`src/rtl/ps2kb_scancode_controller.sv`:
```
// PS/2 keyboard scancode sequencer: folds E0/F0 prefixes into make/break events, queues them
// for a valid/ready consumer and drives the PS/2 clock-inhibit after errors or while the queue is full.
module ps2kb_scancode_controller #(
  parameter int unsigned FIFO_DEPTH     = 4,
  parameter logic [15:0] INHIBIT_CYCLES = 16'd2000
) (
  input  logic       clock,
  input  logic       reset,
  input  logic [7:0] rx_data,
  input  logic       rx_received,
  input  logic       rx_error,
  output logic       device_clock_inhibit,
  output logic       event_valid,
  input  logic       event_ready,
  output logic [9:0] event_data,
  output logic       bat_ok,
  output logic       overrun
);

  localparam int unsigned AW = (FIFO_DEPTH > 1) ? $clog2(FIFO_DEPTH) : 1;
  localparam logic [AW:0] FULL_CNT = (AW + 1)'(FIFO_DEPTH);

  typedef enum logic [1:0] {RUN, INH_ERR, INH_FULL} state_t;

  state_t        state_q, state_d;
  logic [15:0]   cnt_q, cnt_d;
  logic          ext_q, ext_d;
  logic          brk_q, brk_d;
  logic [AW-1:0] wr_ptr_q, wr_ptr_d;
  logic [AW-1:0] rd_ptr_q, rd_ptr_d;
  logic [AW:0]   count_q, count_d;
  logic          inh_q;
  logic          bat_q, bat_d;
  logic          ovr_q, ovr_d;
  logic [9:0]    mem [FIFO_DEPTH];

  logic          pop;
  logic          want_push;
  logic          push_en;
  logic [9:0]    push_data;

  always_comb begin
    state_d   = state_q;
    cnt_d     = cnt_q;
    ext_d     = ext_q;
    brk_d     = brk_q;
    bat_d     = 1'b0;
    ovr_d     = 1'b0;
    want_push = 1'b0;
    push_en   = 1'b0;
    push_data = {brk_q, ext_q, rx_data};
    pop       = (count_q != '0) && event_ready;

    if (rx_error) begin
      ext_d = 1'b0;
      brk_d = 1'b0;
    end else if (rx_received && (state_q != INH_ERR)) begin
      case (rx_data)
        8'hE0: ext_d = 1'b1;
        8'hF0: brk_d = 1'b1;
        8'h00, 8'hFF: begin
          ovr_d = 1'b1;
          ext_d = 1'b0;
          brk_d = 1'b0;
        end
        8'hAA: begin
          if (!ext_q && !brk_q) bat_d = 1'b1;
          else                  want_push = 1'b1;
        end
        default: want_push = 1'b1;
      endcase
    end

    // A push into a full queue only succeeds if the head leaves in the same cycle.
    if (want_push) begin
      ext_d = 1'b0;
      brk_d = 1'b0;
      if ((count_q == FULL_CNT) && !pop) ovr_d   = 1'b1;
      else                               push_en = 1'b1;
    end

    wr_ptr_d = push_en ? wr_ptr_q + AW'(1) : wr_ptr_q;
    rd_ptr_d = pop ? rd_ptr_q + AW'(1) : rd_ptr_q;
    case ({push_en, pop})
      2'b10:   count_d = count_q + (AW + 1)'(1);
      2'b01:   count_d = count_q - (AW + 1)'(1);
      default: count_d = count_q;
    endcase

    case (state_q)
      RUN: begin
        if (rx_error) begin
          state_d = INH_ERR;
          cnt_d   = '0;
        end else if (count_d == FULL_CNT) begin
          state_d = INH_FULL;
        end
      end
      INH_ERR: begin
        if (rx_error) begin
          cnt_d = '0;
        end else if (cnt_q == INHIBIT_CYCLES - 16'd1) begin
          cnt_d   = '0;
          state_d = (count_d == FULL_CNT) ? INH_FULL : RUN;
        end else begin
          cnt_d = cnt_q + 16'd1;
        end
      end
      INH_FULL: begin
        if (rx_error) begin
          state_d = INH_ERR;
          cnt_d   = '0;
        end else if (count_d != FULL_CNT) begin
          state_d = RUN;
        end
      end
      default: state_d = RUN;
    endcase
  end

  always_ff @(posedge clock) begin
    if (reset) begin
      state_q  <= RUN;
      cnt_q    <= '0;
      ext_q    <= 1'b0;
      brk_q    <= 1'b0;
      wr_ptr_q <= '0;
      rd_ptr_q <= '0;
      count_q  <= '0;
      inh_q    <= 1'b0;
      bat_q    <= 1'b0;
      ovr_q    <= 1'b0;
    end else begin
      state_q  <= state_d;
      cnt_q    <= cnt_d;
      ext_q    <= ext_d;
      brk_q    <= brk_d;
      wr_ptr_q <= wr_ptr_d;
      rd_ptr_q <= rd_ptr_d;
      count_q  <= count_d;
      inh_q    <= (state_d != RUN);
      bat_q    <= bat_d;
      ovr_q    <= ovr_d;
    end
  end

  always_ff @(posedge clock) begin
    if (push_en) mem[wr_ptr_q] <= push_data;
  end

  assign device_clock_inhibit = inh_q;
  assign event_valid          = (count_q != '0);
  assign event_data           = event_valid ? mem[rd_ptr_q] : 10'h000;
  assign bat_ok               = bat_q;
  assign overrun              = ovr_q;

endmodule

```
`config.mk`:
```
export PLATFORM = sky130hd
export DESIGN_NAME = ps2kb_scancode_controller
export DESIGN_NICKNAME = d
export VERILOG_FILES = /design/src/rtl/ps2kb_scancode_controller.sv
export SDC_FILE = /design/constraint.sdc
export NUM_CORES = 1
export LEC_CHECK = 0
export ABC_CLOCK_PERIOD_IN_PS = 4000
export BUFFER_PORTS_ARGS = -buffer_cell sky130_fd_sc_hd__buf_2
export CORE_AREA = 4 4 118 120
export DETAILED_ROUTE_END_ITERATION = 16
export DIE_AREA = 0 0 122 124
export SLEW_MARGIN = 40
export SYNTH_ARGS = -nofsm -noshare
export SYNTH_HDL_FRONTEND = slang
export SYNTH_SLANG_ARGS = --single-unit
export TNS_END_PERCENT = 20
```
`constraint.sdc`:
```
create_clock -name clock -period 4 [get_ports clock]
set_input_delay 0.4 -clock clock [delete_from_list [all_inputs] [get_ports clock]]
set_output_delay 0.4 -clock clock [all_outputs]
set_load 0.03 [all_outputs]
```
## Word level (Yosys, flattened, before mapping)

Memory sizes are Yosys's and may differ from the RTL's. A register that Yosys moved wholly into a read port is not among the register bits.
Index checks and enable logic that the tools add are counted.

- Flip-flop bits (word level): 30
- Bits in writable memories: 40
- Input bits: 13
- Output and inout bits: 14
- Memories: 1

- Add/subtract/negate cells: 5
- Eq/ne operators: 14
- Muxes and demuxes: 32
- Bitwise gates (word level): 2
- Reduce and logical (&&, ||, !) cells: 22

Memories:

| name | depth | bits a word | read ports | clocked after memory_dff | wr ports | line | text |
|---|---|---|---|---|---|---|---|
| mem | 4 | 10 | 1 | 1 | 1 | 35 | `logic [9:0] mem [FIFO_DEPTH];` |

Operators with widths:

| kind | count |
|---|---|
| 2-to-1 mux 16 bit | 3 |
| equality test 8 bit, second input constant | 4 |
| case mux 16 bit (2 select lines) | 1 |
| 2-to-1 mux 2 bit | 9 |
| adder 16 x 1 -> 16 bit, second input constant | 1 |
| equality test 16 x 11 -> 1 bit, second input constant | 1 |
| 2-to-1 mux 1 bit | 13 |
| 2-to-1 mux 10 bit | 1 |
| logical NOT 8 bit | 1 |
| nonzero test 2 bit | 4 |
| OR reduction 4 bit | 2 |
| equality test 3 bit, second input constant | 2 |
| case mux 1 bit (2 select lines) | 3 |
| case mux 2 bit (3 select lines) | 1 |
| case mux 3 bit (2 select lines) | 1 |
| AND reduction 2 bit | 3 |
| adder 2 x 1 -> 2 bit, second input constant | 2 |
| equality test 2 x 1 -> 1 bit, second input constant | 2 |
| equality test 2 bit, second input constant | 2 |
| logical AND 1 bit | 4 |
| inequality test 2 x 1 -> 1 bit, second input constant | 2 |
| OR reduction 2 bit | 2 |
| adder 3 x 1 -> 3 bit, second input constant | 1 |
| logical NOT 1 bit | 3 |
| 6 further kinds | 7 |

## Depth between registers and ports, before layout

Gate-level depths: netlist of run 1.

- Depth after elaboration: 15
- Mapped depth: 10
- Mapped depth without buffers: 10

## Worst setup path after synthesis of run 1

Ideal clock, no wire load.

- Kind: input-to-reg
- Start: input port rx_data[3]
- End: register inh_q (netlist: device_clock_inhibit)
- Arrival time: 2.341 ns
- Required time: 3.929 ns
- Path slack: 1.589 ns
- Stages: 9
- Path through: and2_1 a32oi_2 o2111ai_4 and2b_4 fa_1 or3_1 mux2i_1 a21oi_2 o21bai_1

- Word-level cells in the longest chain between the ends: 14
- Elaborated cells on any way between the ends: 24
- Classes of those cells: eq/ne: 8; mux: 13; reduce/logical: 3

RTL lines:

| element | line | text |
|---|---|---|
| start: declaration | 9 | `input logic [7:0] rx_data,` |
| equality test 8 bit or logical NOT 8 bit (tied branches) | 58 | `case (rx_data)` |
| OR reduction 4 bit (no source line) | n/a |  |
| case mux 1 bit (2 select lines) * | 58 |  |
| 2-to-1 mux 1 bit * | 57 | `end else if (rx_received && (state_q != INH_ERR)) begin` |
| 2-to-1 mux 1 bit * | 54 | `if (rx_error) begin` |
| 2-to-1 mux 1 bit * | 75 | `if (want_push) begin` |
| equality test 2 x 1 -> 1 bit or equality test 2 bit (tied branches) | 84 | `case ({push_en, pop})` |
| case mux 3 bit (2 select lines) * | 84 |  |
| equality test 3 bit | 95, 104 |  |
| 2-to-1 mux 2 bit | 104 | `state_d = (count_d == FULL_CNT) ? INH_FULL : RUN;` |
| 2-to-1 mux 2 bit | 102 | `end else if (cnt_q == INHIBIT_CYCLES - 16'd1) begin` |
| 2-to-1 mux 2 bit | 100 | `if (rx_error) begin` |
| case mux 2 bit (3 select lines) * | 90 | `case (state_q)` |
| nonzero test 2 bit * | 141 | `inh_q <= (state_d != RUN);` |
| end signal: assignment | 141 |  |
| end: declaration | 32 | `logic inh_q;` |

Mark *: on every way between the ends. The rest lies on a longest branch, timed or not.
A chain may end at the register's enable or synchronous reset.

## Final worst setup path of run 1

- Start: register count_q[0]
- End: register inh_q (netlist: device_clock_inhibit)

- Word-level cells in the longest chain between the ends: 14
- Elaborated cells on any way between the ends: 23
- Classes of those cells: add/sub: 2; eq/ne: 5; mux: 11; reduce/logical: 5

RTL lines:

| element | line | text |
|---|---|---|
| start: declaration | 31 | `logic [AW:0] count_q, count_d;` |
| start signal: assignment | 140 | `count_q <= count_d;` |
| nonzero test 3 bit | 52 | `pop = (count_q != '0) && event_ready;` |
| logical AND 1 bit | 52 |  |
| logical NOT 1 bit | 78 | `if ((count_q == FULL_CNT) && !pop) ovr_d = 1'b1;` |
| logical AND 1 bit | 78 |  |
| 2-to-1 mux 1 bit | 78 |  |
| 2-to-1 mux 1 bit | 75 |  |
| equality test 2 x 1 -> 1 bit or equality test 2 bit (tied branches) | 84 |  |
| case mux 3 bit (2 select lines) * | 84 |  |
| equality test 3 bit | 95, 104 |  |
| 2-to-1 mux 2 bit | 104 |  |
| 2-to-1 mux 2 bit | 102 |  |
| 2-to-1 mux 2 bit | 100 |  |
| case mux 2 bit (3 select lines) * | 90 |  |
| nonzero test 2 bit * | 141 |  |

Marks and branches as above.

==> metrics.md, run 1 <==
| Metric | Value |
|---|---|
| Final Power | 1.95 mW |
| Post-Synth Simple-Gate Area | 17.7% |
| Cts hold-fix bufs | 0 |
| R2R depth | 9 |
| Fin Setup TNS | 0 ns |
| N_diodes | 0 |
| R2R setup slack | 1.29 ns |
| Antenna violations before repair | 0 |
| Post-synth EDFFs | 40 |
| RSZ-0062 raised after global routing | false |
| Max frequency | 369 MHz |
| Total gr overflow | 0 |
| Vias per inst | 4.32 |
| Post-CTS setup repair buffer count | 0 |
| Port bufs | 26 |
| Routed Antenna Nets | 0 |
| CP Class | reg2reg |
| TritonCTS Buffers | 9 |
| Critical path's top delay family | simple AND/OR/NAND/NOR gates |
| # setup viols final | 0 |
| Ys flop type | edfxtp_1 |
| Status | finished clean |
| Avg Synthesized Cell Area | 12.4 um2 |
| Die Ht | 124 um |
| H-tree levels | 3 |
| CP Launch Type | register |
| Root Driver | clkbuf_16 |
| Layout cells sized above 1 | 20.9% |
| Largest family of logic cells by synthesized area | simple AND/OR/NAND/NOR gates |
| Period utilization | 67.8% |
| RR Endpoint | device_clock_inhibit |
| Slowest-stage cell, CP | fa_1 |
| Sink Count | 72 |
| Synth Net Count | 275 |
| Hold_sp | rx_data[5] |
| Largest net degree at the start of global routing | 17 |
| Io pins | 27 |
| Max Cap Viol | 0 |
| Sequential share of the synthesized area | 57.9% |
| Cell taking the most area after synthesis | edfxtp_1 |
| Hpwl dp | 4230 um |
| Clock tree buffer depth | 2 |
| Crit-path most repeated cell | nand2_1 |
| Worst setup EP type | register |
| Reg2reg start | count_q[0] |
| Worst rel slew slack | 52.1% |
| Core Area | 0.0130 mm2 |
| Hold Path Stages | 1 |
| Critical path buffers and inverters | 0 |
| Crit path DAT | 2.96 ns |
| Netlist Area Pre-Place | 0.00318 mm2 |
| Min-Delay Path Class | in2reg |
| DRC | 0 |
| Post-synthesis adder-cell area fraction | 2.60% |
| Async S/R FF share, synth | 0% |
| Via Count | 2,024 |
| Power per Cell Area | 516 mW/mm2 |
| Synth Area in Compound Gates | 6.45% |
| Synth area leaders | edfxtp_1 (38%), dfxtp_1 (20%), mux4_2 (7.1%) |
| Clk_skew | 0.00768 ns |
| Number of global-route vias before repair | 1,985 |
| Layout area overhead | 19.0% |
| Final Max Tran Viols | 0 |
| Global Route Usage Sum | 8.56% |
| Global-route wire length before repair | 9870 um |
| CP Cell Sequence | nor2_1 > nand2_1 > nand2_1 > and2b_4 > fa_1 > or3_1 > mux2i_1 > a21oi_2 > o21bai_1 |
| Number of DRC markers in iteration 0 | 113 |
| Synth top area share | 37.8% |
| CTS tree | yes |
| Post_cts resized | 0 |
| CP required | 4.25 ns |
| Synth Area in XOR/XNOR | 4.68% |
| Post-synth cell types | 45 |
| Leak pwr | 1.33 nW |
| Final Hold Viols | 0 |
| DIE WIDTH | 122 um |
| Die area | 0.0151 mm2 |
| Multiplexer share of the synthesized area | 8.82% |
| Wire per inst | 13.0 um |
| RePlAce Congestion | 0.824 |
| Final wirelength | 6090 um |
| Hold Path End | mem[1][5] |
| Nets@finish | 306 |
| Initial Util | 24.5% |
| Area after DPL | 0.00351 mm2 |
| Row cnt | 42 |
| Max VDD drop | 0.000188 V |
| Minimum clock period | 2.71 ns |
| Slew @ Worst Pin | 0.718 ns |
| Clk slew on worst S/H paths | 0.06 ns |
| Max FO, Critical Path | 13 |
| Drt pass-1 iters | 4 |
| Later-pin clock latency in the skew report | 0.33 ns |
| Post-synthesis sequential element count | 72 |
| Mapped Cells | 256 |
| Largest stage delay, worst path | 0.41 ns |
| Fin area | 0.00378 mm2 |
| Ys Warns | 0 |
[registers in the layout, summed over array words and instances, names as in the netlist, named ones only]
name                  flops
state_q                   2
ext_q                     1
brk_q                     1
wr_ptr_q                  2
rd_ptr_q                  2
mem                      40
device_clock_inhibit      1
overrun                   1
count_q                   3
bat_ok                    1
cnt_q                    16
[cell families (layout without fill, tap and decap cells)]
logic type / count (synthesis) / in the layout
xor gates and xnor gates: 17 / 17
muxes: 15 / 15
DFF: 72 / 72
and+or+nand+nor: 105 / 105
buffers and inverters: 15 / 51
AOI/OAI and AO/OA: 26 / 26
adders and majority gates: 6 / 6
[cell usage in the layout, fill, tap and decap left out, types with 3 or more instances in the layout]
cell / n
nor2_1: 34
clkinvlp_4: 3
clkbuf_16: 9
o21ai_0: 8
and3_1: 4
mux2i_1: 4
xor2_1: 14
ha_1: 5
edfxtp_1: 40
nor3_1: 3
and2_1: 18
nand4_1: 11
dfxtp_1: 32
nand2_1: 16
buf_2: 26
inv_1: 9
mux4_2: 10
nand3_1: 4
xnor2_1: 3
[power by group]
group | total [mW] | leakage (nW) | internal (mW) | switching [mW]
clock | 0.726 | 0.125 | 0.421 | 0.305
combinational | 0.376 | 0.575 | 0.150 | 0.226
sequential | 0.851 | 0.627 | 0.808 | 0.0436
total | 1.95 | 1.33 | 1.38 | 0.574
[final cells by class]
cell class	instances	area (um2)
Fill cell	1307	9200
Sequential cell	72	1840
Multi-Input combinational cell	169	1280
Clock buffer	10	229
Tap cell	176	220
Timing Repair Buffer	26	130
Clock inverter	6	45.0
Inverter	9	33.8
[worst max path at each step]
stage,endpoint,cells past startpoint,slack (ns),from
after floorplan,device_clock_inhibit,9,1.59,rx_data[3]
after global placement,device_clock_inhibit,10,1.27,rx_data[6]
after detailed placement,device_clock_inhibit,10,1.15,rx_data[6]
after CTS,device_clock_inhibit,9,1.25,count_q[0]
after global routing,device_clock_inhibit,9,1.04,count_q[0]
final,device_clock_inhibit,9,1.29,count_q[0]
[metrics by stage]
stage                     setup WS (ns)  std cells  util (%)  hold slack (ns)
after floorplan                    1.59        256         -            0.449
after global placement             1.27        452      27.0            0.486
after detailed placement           1.15        452      27.0            0.471
after CTS                          1.25        468      29.1            0.328
after global routing               1.04        468      29.1            0.351
final                              1.29        468      29.1            0.336
[per-layer routing]
| metal | up-vias | track usage (%) | part of all wire [%] |
|---|---|---|---|
| met5 | - | 0 | 0 |
| met4 | 0 | 3.64 | 1.3 |
| li1 | 996 | - | - |
| met1 | 969 | 10.3 | 45 |
| met2 | 51 | 14.0 | 47 |
| met3 | 8 | 2.91 | 6.4 |
[cells in the mapped netlist (3+ instances only)]
master	count
mux4_2	10
nand3_1	4
dfxtp_1	32
nand2_1	16
xnor2_1	3
mux2i_1	4
xor2_1	14
clkbuf_1	4
ha_1	5
and3_1	4
edfxtp_1	40
nand4_1	11
nor2_1	34
inv_1	9
o21ai_0	8
nor3_1	3
and2_1	18
Note: power is estimated with default switching activity, not from simulation.
==> inputs of run 2 (changes only) <==
--- a/config.mk
+++ b/config.mk
@@ -5,7 +5,7 @@
 export SDC_FILE = /design/constraint.sdc
 export NUM_CORES = 1
 export LEC_CHECK = 0
-export ABC_CLOCK_PERIOD_IN_PS = 4000
+export ABC_CLOCK_PERIOD_IN_PS = 2650
 export BUFFER_PORTS_ARGS = -buffer_cell sky130_fd_sc_hd__buf_2
 export CORE_AREA = 4 4 118 120
 export DETAILED_ROUTE_END_ITERATION = 16
==> constraint.sdc (replaced) <==
create_clock -name clock -period 2.65 [get_ports clock]
set_input_delay 0.265 -clock clock [delete_from_list [all_inputs] [get_ports clock]]
set_output_delay 0.265 -clock clock [all_outputs]
set_load 0.03 [all_outputs]
==> run 2 against run 1 <==
Critical endpoint unchanged. Fmax increased by 12%. Largest cell class unchanged. Clock power rose by 86%. First-iteration DRC count up 26%. Cell count rose by 1.9%. Routed wire length is 2.6% higher. Worst setup slack worse by 1.1 ns. Core utilization is 1.0 points higher. Register-to-register slack worse by 1.1 ns.
==> metrics.md, run 2 (synthesized netlist as in run 1, its figures left out) <==
| Metric | Value |
|---|---|
| Status | finished clean |
| Max FO, Critical Path | 6 (-7) |
| Nets@finish | 315 (+2.9%) |
| Wire per inst | 13.1 um (+0.69%) |
| Layout area overhead | 23.1% |
| Fin Setup TNS | 0 ns (unchanged) |
| Total gr overflow | 0 (unchanged) |
| Internal | 2.36 mW (+71%) |
| Clock tree buffer depth | 2 (unchanged) |
| Leak pwr | 1.41 nW (+6.3%) |
| RR Endpoint | device_clock_inhibit |
| Port bufs | 26 (unchanged) |
| Power per Cell Area | 826 mW/mm2 (+60%) |
| Reg2reg start | ext_q |
| Max frequency | 413 MHz (+12%) |
| Number of DRC markers in iteration 0 | 142 (+26%) |
| Initial Util | 24.5% (unchanged) |
| Largest net degree at the start of global routing | 17 (unchanged) |
| Drt pass-1 iters | 4 (unchanged) |
| Largest regs | mem: 40 flops, cnt_q: 16 flops, count_q: 3 flops |
| RSZ-0062 raised after global routing | false |
| N_diodes | 0 (unchanged) |
| Max VDD drop | 0.000271 V (+44%) |
| CP required | 2.90 ns (-1.35 ns) |
| DRC | 0 (unchanged) |
| Most frequent cells in the layout | edfxtp_1 (40), nor2_1 (33), dfxtp_1 (32) |
| Worst setup EP type | register |
| Minimum clock period | 2.42 ns (-0.288 ns) |
| Global Route Usage Sum | 8.87% (+0.31 points) |
| Cts hold-fix bufs | 0 (unchanged) |
| Max Cap Viol | 0 (unchanged) |
| Slowest-stage cell, CP | dfxtp_1 |
| H-tree levels | 3 (unchanged) |
| Non-Filler Instances | 477 (+1.9%) |
| Min-Delay Path Class | in2reg |
| Hpwl dp | 4370 um (+3.3%) |
| Period utilization | 91.4% (+24 points) |
| Number of global-route vias before repair | 2,070 (+4.3%) |
| Layout cells sized above 1 | 23.3% (+2.4 points) |
| DIE WIDTH | 122 um (unchanged) |
| Row cnt | 42 (unchanged) |
| Vias per inst | 4.30 (-0.48%) |
| Io pins | 27 (unchanged) |
| Commonest non-fill, non-tap cell in the layout | edfxtp_1 |
| # setup viols final | 0 (unchanged) |
| Worst rel slew slack | 55.9% (+3.8 points) |
| Post_cts resized | 0 (unchanged) |
| Sink Count | 72 (unchanged) |
| Crit path DAT | 2.68 ns (-0.28 ns) |
| Post-CTS setup repair buffer count | 0 (unchanged) |
| Largest stage delay, worst path | 0.42 ns (about the same) |
| Final Max Tran Viols | 0 (unchanged) |
| Clk_skew | 0.00621 ns (-0.00147 ns) |
| Slew @ Worst Pin | 0.645 ns (-0.0729 ns) |
| CP Class | reg2reg |
| Final wirelength | 6250 um (+2.6%) |
| Largest register FFs | 40 (unchanged) |
| Die Ht | 124 um (unchanged) |
| Core Area | 0.0130 mm2 (unchanged) |
| CP Cell Sequence | nor2_1 > a32oi_2 > o2111ai_4 > and2b_4 > fa_1 > or3_1 > mux2i_1 > a21oi_2 > o21bai_1 |
| CTS tree | yes |
| Clk slew on worst S/H paths | 0.06 ns (about the same) |
| Die area | 0.0151 mm2 (unchanged) |
| Sw power | 877 uW (+53%) |
| R2R setup slack | 0.23 ns (-1.06 ns) |
| Global-route wire length before repair | 10,400 um (+4.9%) |
| Antenna violations before repair | 0 (unchanged) |
| Routed Antenna Nets | 0 (unchanged) |
| TritonCTS Buffers | 9 (unchanged) |
| R2R depth | 9 (unchanged) |
| Logic pwr share | 19.5% (+0.3 points) |
| Switch share | 27.1% (-2.3 points) |
| Root Driver | clkbuf_16 |
| Post-Place Cells | 461 (+2.0%) |
| Via Count | 2,053 (+1.4%) |
| CP Launch Type | register |
| Biggest register | mem |
| Final Hold Viols | 0 (unchanged) |
| Flop pwr share | 38.8% (-4.8 points) |
| Critical Path End | device_clock_inhibit |
| Later-pin clock latency in the skew report | 0.32 ns (about the same) |
| CP startpoint | ext_q |
| Clk pwr share | 41.6% (+4.4 points) |
| RePlAce Congestion | 0.781 (-5.3%) |
| Hold Path Stages | 1 (unchanged) |
-- run 2: changes by cell type in the layout (fill, tap and decap cells not counted), sizes merged --
| cell | delta |
|---|---|
| clkinv | -2 |
| buf | +9 |
| clkbuf | +1 |
| inv | +1 |
| bufinv | +2 |
| clkinvlp | -2 |
-- run 2: area by class of cell --
cell class / count / area (um2)
Tap cell: 176 / 220
Clock buffer: 11 / 254
Timing Repair Buffer: 35 / 198
Multi-Input combinational cell: 169 / 1280
Sequential cell: 72 / 1840
Inverter: 9 / 33.8
Fill cell: 1320 / 9060
Clock inverter: 5 / 85.1
-- run 2: worst min-delay path by stage --
stage,from,end,slack [ns]
2_1_floorplan,rx_error,overrun,0.35
3_3_place_gp,cnt_q[15],cnt_q[15],0.48
3_5_place_dp,cnt_q[15],cnt_q[15],0.49
4_1_cts,rx_data[5],mem[0][5],0.20
5_1_grt,rx_data[5],mem[0][5],0.21
6_report,rx_data[5],mem[0][5],0.21
-- run 2: worst max-delay path: cells and delay by family (launching register included) --
kind	cells	cell delay (ns)
AO/OA/AOI/OAI	4	0.68
AND/OR/NAND/NOR	3	0.66
flip-flops	1	0.42
adder cells (fa/ha/maj)	1	0.41
multiplexers	1	0.18
-- run 2: per-stage QoR --
| stage | hold slack [ns] | cell area (um2) | total power, mW | setup slack [ns] | utilization [%] |
|---|---|---|---|---|---|
| final | 0.210 | 3920 | 3.24 | 0.227 | 30.2 |
| after global routing | 0.213 | 3920 | 3.39 | 0.00943 | 30.2 |
| after CTS | 0.198 | 3910 | 3.28 | 0.218 | 30.1 |
| after detailed placement | 0.491 | 3570 | 1.92 | 0.109 | 27.5 |
| after global placement | 0.484 | 3570 | 1.91 | 0.183 | 27.5 |
| after floorplan | 0.355 | 3180 | 1.73 | 0.349 | - |
-- run 2: routing by layer --
layer | vias to the layer above | global-route usage [%] | wire length, um
met3 | 10 | 2.91 | 264
met4 | 0 | 3.01 | 103
met1 | 987 | 11.0 | 2870
li1 | 1016 | - | -
met2 | 40 | 14.6 | 3010
met5 | - | 0 | 0
-- run 2: power groups by stage --
stage	Combinational (mW)	Sequential [mW]	Clock [mW]
finish	0.632	1.26	1.35
global route	0.691	1.26	1.43
CTS	0.641	1.26	1.38
detailed placement	0.639	1.28	0
global placement	0.631	1.28	0
floorplan	0.459	1.27	0
